File: config.mk
export PLATFORM = sky130hd
export DESIGN_NAME = ula_op_issuer
export DESIGN_NICKNAME = d
export VERILOG_FILES = /design/src/rtl/ula_op_issuer.sv
export SDC_FILE = /design/constraint.sdc
export NUM_CORES = 1
export LEC_CHECK = 0
export ABC_CLOCK_PERIOD_IN_PS = 2800
export CORE_UTILIZATION = 53
export DETAILED_ROUTE_END_ITERATION = 10
export PLACE_DENSITY = 0.82
export SYNTH_ARGS = -nofsm -noshare
export SYNTH_HDL_FRONTEND = slang
export SYNTH_SLANG_ARGS = --single-unit
File: constraint.sdc
create_clock -name clk -period 2.8 [get_ports clk]
set_input_delay 0.56 -clock clk [delete_from_list [all_inputs] [get_ports clk]]
set_output_delay 0.56 -clock clk [all_outputs]
set_load 0.01 [all_outputs]
File: src/rtl/ula_op_issuer.sv
// ULA operation issuer: buffers commands in a small FIFO, drives one
// operation at a time onto the ULA, waits for its valid (or a timeout)
// and returns the captured result on a response handshake.
module ula_op_issuer #(
  parameter int DATA_W  = 8,
  parameter int OP_W    = 2,
  parameter int DEPTH   = 4,
  parameter int TIMEOUT = 16
) (
  input  logic              clk,
  input  logic              rst,
  input  logic              cmd_valid,
  output logic              cmd_ready,
  input  logic [OP_W-1:0]   cmd_op,
  input  logic [DATA_W-1:0] cmd_a,
  input  logic [DATA_W-1:0] cmd_b,
  output logic [OP_W-1:0]   ula_op_selector,
  output logic [DATA_W-1:0] ula_data_a,
  output logic [DATA_W-1:0] ula_data_b,
  input  logic              ula_valid,
  input  logic [DATA_W-1:0] ula_result,
  input  logic              ula_carry,
  output logic              rsp_valid,
  input  logic              rsp_ready,
  output logic [DATA_W-1:0] rsp_result,
  output logic              rsp_carry,
  output logic              rsp_timeout,
  output logic              busy,
  output logic [15:0]       ops_done
);

  localparam int AW = $clog2(DEPTH);
  localparam int CW = $clog2(TIMEOUT);
  localparam int EW = OP_W + 2 * DATA_W;
  localparam logic [CW-1:0] TLAST = CW'(TIMEOUT - 1);
  localparam logic [AW:0]   FULL  = (AW + 1)'(DEPTH);

  typedef enum logic [1:0] {
    S_IDLE,
    S_ISSUE,
    S_WAIT,
    S_RESP
  } state_t;

  state_t          state;
  logic [EW-1:0]   mem [DEPTH];
  logic [AW-1:0]   wr_ptr;
  logic [AW-1:0]   rd_ptr;
  logic [AW:0]     count;
  logic [CW-1:0]   tcnt;
  logic            push;
  logic            pop;
  logic            fifo_nonempty;

  assign fifo_nonempty = (count != '0);
  assign cmd_ready     = (count != FULL);
  assign push          = cmd_valid && cmd_ready;
  assign pop           = (state == S_IDLE) && fifo_nonempty;
  assign busy          = (state != S_IDLE) || fifo_nonempty;

  // Command storage; contents need no reset since occupancy is tracked separately.
  always_ff @(posedge clk) begin
    if (push) mem[wr_ptr] <= {cmd_op, cmd_a, cmd_b};
  end

  // FIFO pointers and occupancy; a simultaneous push and pop leaves count unchanged.
  always_ff @(posedge clk or negedge rst) begin
    if (!rst) begin
      wr_ptr <= '0;
      rd_ptr <= '0;
      count  <= '0;
    end else begin
      if (push) wr_ptr <= wr_ptr + AW'(1);
      if (pop)  rd_ptr <= rd_ptr + AW'(1);
      case ({push, pop})
        2'b10:   count <= count + (AW + 1)'(1);
        2'b01:   count <= count - (AW + 1)'(1);
        default: count <= count;
      endcase
    end
  end

  // Issue FSM with registered ULA drive, response and completion counter.
  always_ff @(posedge clk or negedge rst) begin
    if (!rst) begin
      state           <= S_IDLE;
      tcnt            <= '0;
      ula_op_selector <= '0;
      ula_data_a      <= '0;
      ula_data_b      <= '0;
      rsp_valid       <= 1'b0;
      rsp_result      <= '0;
      rsp_carry       <= 1'b0;
      rsp_timeout     <= 1'b0;
      ops_done        <= '0;
    end else begin
      case (state)
        S_IDLE: begin
          if (pop) begin
            {ula_op_selector, ula_data_a, ula_data_b} <= mem[rd_ptr];
            state <= S_ISSUE;
          end
        end
        // ula_valid is deliberately not sampled here: it may be stale from the previous op.
        S_ISSUE: begin
          tcnt  <= '0;
          state <= S_WAIT;
        end
        S_WAIT: begin
          tcnt <= tcnt + CW'(1);
          if (ula_valid) begin
            rsp_result  <= ula_result;
            rsp_carry   <= ula_carry;
            rsp_timeout <= 1'b0;
            rsp_valid   <= 1'b1;
            state       <= S_RESP;
          end else if (tcnt == TLAST) begin
            rsp_result  <= '0;
            rsp_carry   <= 1'b0;
            rsp_timeout <= 1'b1;
            rsp_valid   <= 1'b1;
            state       <= S_RESP;
          end
        end
        S_RESP: begin
          if (rsp_ready) begin
            rsp_valid <= 1'b0;
            ops_done  <= ops_done + 16'd1;
            state     <= S_IDLE;
          end
        end
        default: state <= S_IDLE;
      endcase
    end
  end

endmodule
* Word level (Yosys, flattened, before mapping)
Memories as Yosys holds them, arrays and structs flattened. A register that Yosys moved wholly into a read port is not among the register bits. Index checks and enable logic that the tools add are counted.
Operators by class: add/sub/neg operators 6, eq/ne operators 10, mux-type cells 18, reduce and logical (&&, ||, !) cells 16
Operator list (count):
- $add 16x1->16 const B | 1
- $mux 8 | 2
- $reduce_bool 2->1 | 5
- $mux 1 | 8
- $mux 2 | 4
- $pmux 2 s4 | 1
- $pmux 4 s2 | 1
- $eq 2x2->1 const B | 3
- $ne 3x3->1 const B | 2
- $pmux 3 s2 | 1
- $reduce_and 2->1 | 3
- $reduce_and 3->1 | 2
- $add 2x1->2 const B | 2
- $add 4x1->4 const B | 1
- $eq 2x1->1 const B | 2
- $eq 4x4->1 const B | 1
- $ne 2x2->1 const B | 2
- $add 3x1->3 const B | 1
- $reduce_bool 3->1 | 1
- $sub 3x1->3 const B | 1
- $logic_and 1x1->1 | 2
- $logic_not 2->1 | 1
- $pmux 1 s2 | 1
- $logic_not 1->1 | 1
- $logic_or 1x1->1 | 1
Storage, ports and cells: register bits after elaboration 40, memory bits (writable) 72, bits of input ports 32, output and inout port bits 47, logic and storage cells 61, memories 1
Memory list:
- mem | depth 4, width 18, rd ports 1, clocked after memory_dff 1, write ports 1, RTL line 46 | logic [EW-1:0] mem [DEPTH];

* Logic depth before layout (Yosys ltp)
depth in word-level cells 4, depth in mapped cells 11, mapped depth without buffers 10

* Worst setup path before layout
Ideal clock, no wire load.
kind register -> register, from register count[0], to register count[2], arrival 1.929 ns, data required time 2.721 ns, slack 0.791 ns, stages on the path, launching flop included 11, buffers on the path 0, clock period less this slack 2.009 ns, path through dfrtp_1 > inv_1 > nand3_1 > and2_1 > inv_1 > ha_1 > inv_1 > fa_1 > xor2_1 > nor2_1 > xor2_1
Between the ends: word-level cells in the longest chain between the ends 4, elaborated cells on any way between the ends 10, classes of those cells 2 x add/sub; 3 x eq/ne; 1 x mux; 4 x reduce/logical
Ends and longest elaborated chain:
- start: declaration | RTL line 49 | logic [AW:0] count;
- start signal: assignment | RTL line 76 | 2'b10: count <= count + (AW + 1)'(1);
- start signal: assignment | RTL line 77 | 2'b01: count <= count - (AW + 1)'(1);
- start signal: assignment | RTL line 78 | default: count <= count;
- $ne 3x3->1 (*) | RTL line 56 | assign cmd_ready = (count != FULL);
- via cmd_ready | RTL line 13 | output logic cmd_ready,
- $logic_and 1x1->1 (*) | RTL line 57 | assign push = cmd_valid && cmd_ready;
- $eq 2x1->1 or $eq 2x2->1 (tied branches) | RTL line 75 | case ({push, pop})
- $pmux 3 s2 or $reduce_bool 2->1 (tied branches)
The timed path passes the listed nets; every way through them passes the cells marked *. A chain may end at the register's enable or synchronous reset.

* Worst setup path in the final report
from register state[0], to output port busy
Between the ends: word-level cells in the longest chain between the ends 2
Ends and longest elaborated chain:
- start: declaration | RTL line 45 | state_t state;
- start signal: assignment | RTL line 86 | state <= S_IDLE;
- start signal: assignment | RTL line 101 | state <= S_ISSUE;
- start signal: assignment | RTL line 107 | state <= S_WAIT;
- $reduce_bool 2->1 | RTL line 59 | assign busy = (state != S_IDLE) || fifo_nonempty;
- $logic_or 1x1->1 | RTL line 59
- end: declaration | RTL line 28 | output logic busy,
Every way passes these cells.

==> out/results.ini <==
[run_status]
status = finished clean

[logic_synthesis]
synth_ff_type = edfxtp_1
postSynthCellCount = 293
ys_warn_count = 0
synth_seq_cells = 130
synth_edf_count = 72
netlist_area_um2 = 5170
synthDistinctLibCells = 39
ys_seq_area_frac = 0.698
synth_nets = 336
syn_area_per_cell_um2 = 17.7
async_flop_share = 0.446

[die]
rows = 35
fp.dieH_um = 101
start_util = 0.555
die_x_um = 101
die_area_um2 = 10200
pin_count = 79
core_um2 = 9330

[final_layout]
drive_gt1_frac = 0.214
final_cell_area_um2 = 6660
synthToLayoutAreaGrowth_pct = 28.6
fillers = 607
nets = 431
final_core_util = 0.713
insertedDiodeCount = 0

[timing]
final-setup-viol-count = 0
fin_crit_sh = 0.861
period_needed_ns = 2.41
worst_clock_skew_ns = 0.00562
worst_pin_slew_ns = 0.887
tns_ns = 0
max_freq_mhz = 415
rsz0062_at_grt = false
slew_headroom = 0.409
finalHoldViolations = 0
slew_violations = 0

[worst_setup_path]
rr_startpoint = count[0]
critPathMaxStageDelay_ns = 0.54
r2r-end = count[2]
setup.worst_path.start = state[0]
path_cells = inv_1, ha_1, nand2_1, clkdlybuf4s50_1
arrival_ns = 1.85
endpoint_kind = primary output
worst-r2r-setup-slack_ns = 0.69
path_max_fanout = 4
crit_end = busy
critPathSlowestCell = clkdlybuf4s50_1
crit_path_start_kind = flip-flop
crit_buf_inv = 2
path_depth = 4
r2r_cells = 10
crit_type = reg -> out
cp.required_ns = 2.24
crit_family = buffers and inverters

[route]
drt_pass1_iterations = 7
drc = 0
drtIter0Drc = 109
wl_um = 9350
wl_per_cell_um = 17.6
vias = 2807
viasPerCell = 5.30
ant_nets = 0

[clock_tree]
htree_levels = 4
cts-root-buf = clkbuf_8
hold_buffers = 0
cts_setup_buffers = 0
cts_tree = yes
cts_sinks = 130
clock_latency_ns = 0.52
clk_pin_slew_ns = 0.06
cts_buffers = 17
cts_buffer_depth = 2
cts_resized = 0

[place]
dp_hpwl_um = 6020
routabilityCongestion = 0.738
placed_area_um2 = 6100
numPortBuffers = 78

[global_routing]
overflow = 0
antenna_found_initial = 0
grt_pass1_wl_um = 15100
grt_max_degree = 33
first_global_vias = 2962
grt_util_all_layers = 0.208

[power]
powerDensity_nw_per_um2 = 1080
vdd_ir_drop_max_uv = 604
leakagePower_nw = 2.59

[worst_hold_path]
hold_path.class = in -> async

[run]
drv_cap = 0

==> final cells by class <==
cell class,count,area (um^2),area share
timing repair buffer,86,836,0.126
clock inverter,14,129,0.0194
tap,129,161,0.0243
clock buffer,18,428,0.0643
multi-input combinational,139,1440,0.216
inverter,14,52.6,0.00790
sequential,130,3610,0.543
==> worst min path at each step <==
stage,startpoint,endpoint,slack [ns]
final,rst,rsp_result[6],0.11
after global routing,rst,ops_done[13],0.17
after CTS,rst,ops_done[13],0.13
after detailed placement,ops_done[15],ops_done[15],0.47
after global placement,ops_done[15],ops_done[15],0.46
after floorplan,rst,count[0],0.26
==> through the flow <==
step                      total power, W  hold slack, ns  std cells  worst slack (ns)
after floorplan                  0.00434           0.264        293             0.791
after global placement           0.00512           0.461        498             0.492
after detailed placement         0.00524           0.473        498             0.408
after CTS                        0.00731           0.127        530             0.374
after global routing             0.00759           0.169        530             0.345
final                            0.00722           0.111        530             0.390
==> worst reg2reg max path: stages, from the launching register on <==
cell and delay (ns):
dfrtp_1 0.41, inv_1 0.11, nand3_1 0.16, and2_1 0.25, inv_1 0.07, ha_1 0.18, inv_1 0.06, fa_1 0.37
xor2_1 0.15, nor2_1 0.11, xor2_1 0.16
==> sequential cells by signal, indices dropped and copies added, names as in the netlist, 2 cells and up <==
name             count
state                2
rd_ptr               2
mem                 72
tcnt                 4
wr_ptr               2
ula_data_a           8
rsp_result           8
ula_data_b           8
count                3
ula_op_selector      2
ops_done            16
==> cells in the mapped netlist (2+ instances only) <==
cell	n	area (um^2)
nand4_1	3	18.8
mux4_2	18	405
inv_1	13	48.8
nor2_1	4	15.0
buf_6	4	45.0
nand3_1	7	35.0
xor2_1	6	52.6
nand2b_1	2	12.5
and2_1	3	18.8
xnor2_1	15	131
and3_1	4	25.0
buf_2	4	20.0
nor4_4	2	42.5
mux2i_1	2	20.0
nand2_1	13	48.8
a21oi_1	2	10.0
edfxtp_1	72	2160
a22o_1	9	78.8
mux2_2	20	225
o21ai_0	4	20.0
nand3_2	2	20.0
ha_1	10	125
dfrtp_1	58	1450
==> logic make-up (layout without fill, tap and decap cells) <==
logic type	Yosys count	in the layout	share of synthesized area
flops	130	130	0.698
fa+ha+maj	11	11	0.0281
simple gates	47	47	0.0593
mux	40	40	0.126
compound gates	20	20	0.0288
xor+xnor	21	21	0.0356
buf+inv	24	132	0.0242
==> report_power, final <==
| group | switching [W] | internal, W |
|---|---|---|
| clock network | 0.000828 | 0.00121 |
| logic | 0.000986 | 0.00127 |
| registers | 0.000332 | 0.00260 |
| total | 0.00215 | 0.00507 |
==> cell usage in the layout, fill, tap and decap left out, types with 3 or more instances in the layout <==
master	instances
xor2_1	6
o21ai_0	4
nand2_1	13
a22o_1	9
ha_1	10
xnor2_1	15
edfxtp_1	72
clkdlybuf4s50_1	77
nor2_1	4
dfrtp_1	58
mux2_2	20
nand3_1	7
inv_6	5
clkbuf_16	16
and2_1	3
and3_1	4
inv_1	13
nand4_1	3
buf_4	8
mux4_2	18
clkinv_4	3
==> metal layers <==
layer / track usage / up-vias / wire [um]
met5: 0 / - / 0
met4: 0.106 / 0 / 151
met3: 0.0513 / 13 / 358
met2: 0.350 / 70 / 4930
met1: 0.250 / 1431 / 3920
li1: - / 1293 / -
(Power assumes the default switching activity.)
